### src/rtl/sort_pkg.sv
// rtl/sort_pkg.sv - shared constants and read FSM states for the sorter feed path
package sort_pkg;

  localparam int SORT_DW        = 16;
  localparam int SORT_FRAME_LEN = 16;

  // Most negative sample value; pads flushed frames so they sort to one end.
  localparam logic [SORT_DW-1:0] SORT_DATA_MIN = {1'b1, {(SORT_DW-1){1'b0}}};

  typedef enum logic [1:0] {
    RD_IDLE,
    RD_WAIT,
    RD_BURST,
    RD_GAP
  } rd_state_t;

endpackage

### src/rtl/pp_frame_buf.sv
// rtl/pp_frame_buf.sv - two-bank frame store with registered read port and full flags
module pp_frame_buf
  import sort_pkg::*;
#(
  parameter int             DW        = SORT_DW,
  parameter int             FRAME_LEN = SORT_FRAME_LEN,
  parameter logic [DW-1:0]  RST_VAL   = SORT_DATA_MIN,
  localparam int            PW        = $clog2(FRAME_LEN)
) (
  input  logic          clk,
  input  logic          rst,
  input  logic          wr_en,
  input  logic          wr_bank,
  input  logic [PW-1:0] wr_addr,
  input  logic [DW-1:0] wr_data,
  input  logic          set_full,
  input  logic          clr_full,
  input  logic          clr_bank,
  input  logic          rd_en,
  input  logic          rd_bank,
  input  logic [PW-1:0] rd_addr,
  output logic [DW-1:0] rd_data,
  output logic [1:0]    full
);

  logic [DW-1:0] mem [2][FRAME_LEN];

  // Sample storage; contents are meaningless until the bank is marked full.
  always_ff @(posedge clk) begin
    if (wr_en) mem[wr_bank][wr_addr] <= wr_data;
  end

  // Registered read; holds the last burst sample between bursts.
  always_ff @(posedge clk) begin
    if (rst)        rd_data <= RST_VAL;
    else if (rd_en) rd_data <= mem[rd_bank][rd_addr];
  end

  // Full flags: set by the write side on the frame's last slot, cleared by the read side.
  always_ff @(posedge clk) begin
    if (rst) begin
      full <= 2'b00;
    end else begin
      if (set_full) full[wr_bank]  <= 1'b1;
      if (clr_full) full[clr_bank] <= 1'b0;
    end
  end

endmodule

### src/rtl/data_sort_feeder.sv
// rtl/data_sort_feeder.sv - frames an irregular sample stream into gap-separated bursts
module data_sort_feeder
  import sort_pkg::*;
#(
  parameter int            DW         = SORT_DW,
  parameter int            FRAME_LEN  = SORT_FRAME_LEN,
  parameter int            GAP_CYCLES = 1,
  parameter logic [DW-1:0] PAD_VAL    = SORT_DATA_MIN
) (
  input  logic          clk,
  input  logic          rst,
  input  logic          s_vld,
  input  logic [DW-1:0] s_din,
  output logic          s_rdy,
  input  logic          flush,
  input  logic          sink_rdy,
  output logic          m_vld,
  output logic [DW-1:0] m_dout,
  output logic          m_sof,
  output logic          m_eof,
  output logic          frm_drop
);

  localparam int            PW      = $clog2(FRAME_LEN);
  localparam int            GW      = $clog2(GAP_CYCLES + 1);
  localparam logic [PW-1:0] LAST    = PW'(FRAME_LEN - 1);
  localparam logic [GW-1:0] GAP_MAX = GW'(GAP_CYCLES);

  logic          wb;
  logic [PW-1:0] wptr;
  logic          padding;
  logic          rdy_en;
  logic [1:0]    full;
  logic          xfer;
  logic          wr_en;
  logic          wr_last;
  logic [DW-1:0] wr_data;

  rd_state_t     state, state_nxt;
  logic          rb;
  logic [PW-1:0] rptr;
  logic [GW-1:0] gap_cnt;
  logic          burst;
  logic          rd_last;
  logic          gap_ok;

  assign s_rdy   = rdy_en & ~padding & ~full[wb];
  assign xfer    = s_vld & s_rdy;
  assign wr_en   = xfer | padding;
  assign wr_last = wr_en & (wptr == LAST);
  assign wr_data = padding ? PAD_VAL : s_din;

  assign burst   = (state == RD_BURST);
  assign rd_last = burst & (rptr == LAST);
  assign gap_ok  = (gap_cnt >= GAP_MAX);

  // Write side: pointer, bank select, flush padding and empty-flush diagnostics.
  always_ff @(posedge clk) begin
    if (rst) begin
      wb       <= 1'b0;
      wptr     <= '0;
      padding  <= 1'b0;
      rdy_en   <= 1'b0;
      frm_drop <= 1'b0;
    end else begin
      rdy_en   <= 1'b1;
      frm_drop <= 1'b0;
      if (wr_en) begin
        wptr <= wptr + 1'b1;
        if (wr_last) begin
          wb      <= ~wb;
          padding <= 1'b0;
        end
      end
      // A flush that coincides with the filling transfer targets the next, empty frame.
      if (flush && !padding) begin
        if (wr_last || (wptr == '0 && !xfer)) frm_drop <= 1'b1;
        else                                  padding  <= 1'b1;
      end
    end
  end

  // Read FSM next-state: wait for a full bank, then a ready sink past the gap.
  always_comb begin
    state_nxt = state;
    case (state)
      RD_IDLE:  if (full[rb])          state_nxt = RD_WAIT;
      RD_WAIT:  if (sink_rdy && gap_ok) state_nxt = RD_BURST;
      RD_BURST: if (rptr == LAST)       state_nxt = RD_GAP;
      RD_GAP:   if (gap_ok)             state_nxt = RD_IDLE;
      default:                          state_nxt = RD_IDLE;
    endcase
  end

  // Read side: state, read pointer, gap counter and registered burst flags.
  always_ff @(posedge clk) begin
    if (rst) begin
      state   <= RD_IDLE;
      rptr    <= '0;
      rb      <= 1'b0;
      gap_cnt <= '0;
      m_vld   <= 1'b0;
      m_sof   <= 1'b0;
      m_eof   <= 1'b0;
    end else begin
      state <= state_nxt;
      m_vld <= burst;
      m_sof <= burst & (rptr == '0);
      m_eof <= rd_last;
      if (burst) rptr <= rptr + 1'b1;
      // Bank is released while eof is on the output, so rb advances at the same time.
      if (m_eof) rb <= ~rb;
      if (state == RD_WAIT && state_nxt == RD_BURST) gap_cnt <= '0;
      else if (!burst && !gap_ok)                    gap_cnt <= gap_cnt + 1'b1;
    end
  end

  pp_frame_buf #(
    .DW        (DW),
    .FRAME_LEN (FRAME_LEN),
    .RST_VAL   (PAD_VAL)
  ) u_buf (
    .clk      (clk),
    .rst      (rst),
    .wr_en    (wr_en),
    .wr_bank  (wb),
    .wr_addr  (wptr),
    .wr_data  (wr_data),
    .set_full (wr_last),
    .clr_full (m_eof),
    .clr_bank (rb),
    .rd_en    (burst),
    .rd_bank  (rb),
    .rd_addr  (rptr),
    .rd_data  (m_dout),
    .full     (full)
  );

endmodule

### config.mk
export PLATFORM = sky130hd
export DESIGN_NAME = data_sort_feeder
export DESIGN_NICKNAME = d
export VERILOG_FILES = /design/src/rtl/sort_pkg.sv /design/src/rtl/pp_frame_buf.sv /design/src/rtl/data_sort_feeder.sv
export SDC_FILE = /design/constraint.sdc
export NUM_CORES = 1
export LEC_CHECK = 0
export BUFFER_PORTS_ARGS = -buffer_cell sky130_fd_sc_hd__buf_2
export CAP_MARGIN = 40
export CORE_MARGIN = 8
export CORE_UTILIZATION = 30
export CTS_CLUSTER_SIZE = 8
export DETAILED_ROUTE_END_ITERATION = 12
export PLACE_DENSITY = 0.42
export SLEW_MARGIN = 10
export SYNTH_ARGS = -nofsm -noshare
export SYNTH_HDL_FRONTEND = slang
export SYNTH_HIERARCHICAL = 1
export SYNTH_SLANG_ARGS = --single-unit
### constraint.sdc
create_clock -name clk -period 2.76 [get_ports clk]
set_clock_uncertainty 0.15 [all_clocks]
set_input_delay 0.276 -clock clk [delete_from_list [all_inputs] [get_ports clk]]
set_output_delay 0.276 -clock clk [all_outputs]
set_load 0.02 [all_outputs]
==> impl_metrics.ini <==
[clock_tree]
numCtsBuffers = 78
cts_tree = done
max-clock-path-buffers = 3
clock_latency_ps = 600
post_cts_buffers = 0
clk_pin_slew_ps = 50
cts-root-buf = clkbuf_16
clock-sinks = 549
h-tree-depth = 3

[power]
peakVddDrop_v = 0.000458
leakagePower_nw = 7.93
p_per_area_nw_per_um2 = 785

[setup_path]
slowest_stage = or4_1
worstPathCellList = nor2b_4 -> buf_12 -> buf_4 -> a22oi_1 -> a21oi_1 -> or4_1 -> a211oi_2
worstPathMaxFanout = 34
path_class = flip-flop to flip-flop
crit_arrival_ps = 2960
critPathLaunchType = flip-flop
crit_buf_inv = 2
critPathMaxStageDelay_ps = 600
reg2reg_setup_slack_ps = 170
path_delay_family = compound AO/OA/AOI/OAI gates
r2r_end = u_buf/rd_data[12]
required_ps = 3130
ff2ff_path_depth = 7
r2r_start = rptr[1]
endpoint_kind = flip-flop

[synthesis]
synth_top_family_by_area = multiplexers
synth-warning-count = 6
ys_ff_latch = 549
synthTopCellsByArea = edfxtp_1 71%, mux2i_1 12%, a22oi_1 4.2%
synthAdderAreaFrac_pct = 0.231
synth_area_per_cell_sq_um = 17.2
ys_seq_area_share_pct = 74.3
synth_area_sq_um = 21700
synth.net_count = 1283
synth_compound_area_share_pct = 7.21
synth_top_cell_by_area = edfxtp_1
synth_edf_count = 512
synth_mux_area_share_pct = 12.1
syn_inst = 1258
synthSimpleGateAreaFrac_pct = 3.26
synth_xor_area_share_pct = 0.202
yosysTopAreaCellShare_pct = 70.9
ys_types = 51
synth_ff_type = edfxtp_1
async_flop_share_pct = 0

[grt]
grt_max_degree = 41
first_global_vias = 12200
grt_usage_pct = 15.1
grt_pass1_wl_um = 89100
antenna_found_initial = 11
grt-ovfl-total = 0

[detailed_routing]
post_drt_wl_per_cell_um = 25.8
drc = 0
num_vias = 11700
avgViaCountPerCell = 4.88
wirelength_um = 62000
first_pass_iters = 5
ant_nets = 0
drt_iter0_drc = 1002

[cells_and_area]
nets = 1439
design_area_sq_um = 26000
fill_cells = 6659
layout-drive-gt1-share_pct = 20.2
syn2layout_area_growth_pct = 20.0

[die]
die_w_um = 285
dieArea_sq_um = 81100
rows = 98
die_y_um = 285
ios = 42
start_util_pct = 30.3
core-area_sq_um = 71500

[placement]
placed_cell_area_sq_um = 23700
place_congestion = 0.759
port-buffer-count = 41
hpwlAfterDp_um = 38000

[timing]
fmax_mhz = 387
hold_ws_ps = 257
final-max-slew-violation-count = 0
post-route-min-period_ps = 2590
tns_ps = 0
tightest_slew_ps = 758
slew_headroom_pct = 49.5
hold_viol_final = 0
setup_viol = 0
rsz0062_at_grt = false
fin_crit_sh_pct = 93.7

[worst_hold_path]
min_to = u_buf/mem[1][146]
hold_path_class = primary input to flip-flop
whs_path_depth = 3
min_from = s_din[2]

[run]
drv_cap = 0

[run_status]
status = complete, no violations
[flip-flops by register name, indices dropped and copies added (netlist names), 2 cells and up]
signal,count
rptr,4
u_buf/full,2
u_buf/rd_data,16
state,2
u_buf/mem,512
wptr,4
[cells by family after synthesis]
family	Yosys count
adder cells (fa/ha/maj)	4
flip-flops	549
buffers and inverters	84
AO/OA/AOI/OAI	222
multiplexers	256
XOR/XNOR	5
AND/OR/NAND/NOR	138
[worst register-to-register path, cell delays in order, from the launching register on]
cell	delay, ps
dfxtp_1	530
nor2b_4	100
buf_12	200
buf_4	230
a22oi_1	230
a21oi_1	260
or4_1	600
a211oi_2	220
[how the worst max path moves through the flow]
stage,cells past startpoint,slack [ps],start,to
3_5_place_dp,6,110,rptr[0],u_buf/rd_data[13]
3_3_place_gp,6,150,rptr[0],u_buf/rd_data[13]
6_report,7,170,rptr[1],u_buf/rd_data[12]
5_1_grt,7,70,rptr[1],u_buf/rd_data[12]
2_1_floorplan,7,-190,wb,u_buf/mem[1][192]
4_1_cts,6,110,rptr[0],u_buf/rd_data[13]
[synthesized netlist by cell type (2+ instances only)]
cell type / instances
a211oi_1: 2
a211oi_2: 15
a21oi_1: 70
a22o_1: 2
a22oi_1: 121
and2_1: 2
and3_1: 2
buf_1: 3
buf_12: 2
buf_2: 8
buf_4: 5
buf_6: 13
buf_8: 5
clkbuf_1: 30
clkbuf_4: 6
dfxtp_1: 37
edfxtp_1: 512
ha_1: 4
inv_1: 11
mux2_2: 2
mux2i_1: 250
mux4_2: 4
nand2_1: 10
nand2b_1: 3
nand3_1: 9
nand3b_1: 2
nor2_1: 60
nor2b_1: 20
nor3_1: 2
o21ai_0: 5
or3_1: 4
or4_1: 15
xnor2_1: 3
xor2_1: 2
[where the power goes]
group / leakage (nW) / internal, mW / switching [mW]
registers: 4.94 / 9.78 / 0.0632
clock network: 1.09 / 5.47 / 3.36
logic: 1.91 / 0.439 / 1.31
[metal layers]
metal / share of wire (%) / vias up / global-route usage (%)
met3: 6.2 / 75 / 3.46
met5: 0.027 / - / 0
met1: 45 / 6032 / 20.4
li1: - / 5299 / -
met2: 47 / 329 / 23.9
met4: 2.1 / 2 / 4.55
[timing repair]
item	in CTS	in global routing
hold buffers	4	0
gates resized for setup	0	2
hold endpoints to repair	13	0
setup endpoints to repair	0	2
[stage by stage]
step                      power, mW  cells  setup WS [ps]  util, %
after floorplan                10.8   1258           -186        -
after global placement         11.8   2280            146     33.2
after detailed placement       11.8   2280            113     33.2
after CTS                      20.7   2405            109     36.4
after global routing           21.2   2405           70.3     36.4
final                          20.4   2407            173     36.4
[placed cells by master, fill, tap and decap left out, types with 5 or more instances in the layout]
master     count
buf_12        23
edfxtp_1     512
nand3_1        9
inv_1         11
or4_1         15
buf_4         81
clkbuf_16     83
buf_2         41
mux2i_1      250
a22oi_1      120
a211oi_2      15
a21oi_1       69
clkbuf_1      35
nor2_1        45
o21ai_0        5
nor2b_2       15
nor2_2        14
dfxtp_1       36
nand2_1       10
[layout make-up]
class | instances | area, sq um | area share (%)
sequential | 549 | 16100 | 62.0
multi-input combinational | 625 | 5080 | 19.6
clock buffer | 119 | 2220 | 8.55
timing repair buffer | 149 | 1310 | 5.05
tap | 950 | 1190 | 4.57
inverter | 11 | 41.3 | 0.159
clock inverter | 2 | 28.8 | 0.111
antenna | 2 | 5.00 | 0.0192
Power figures use the tool's default switching activity.
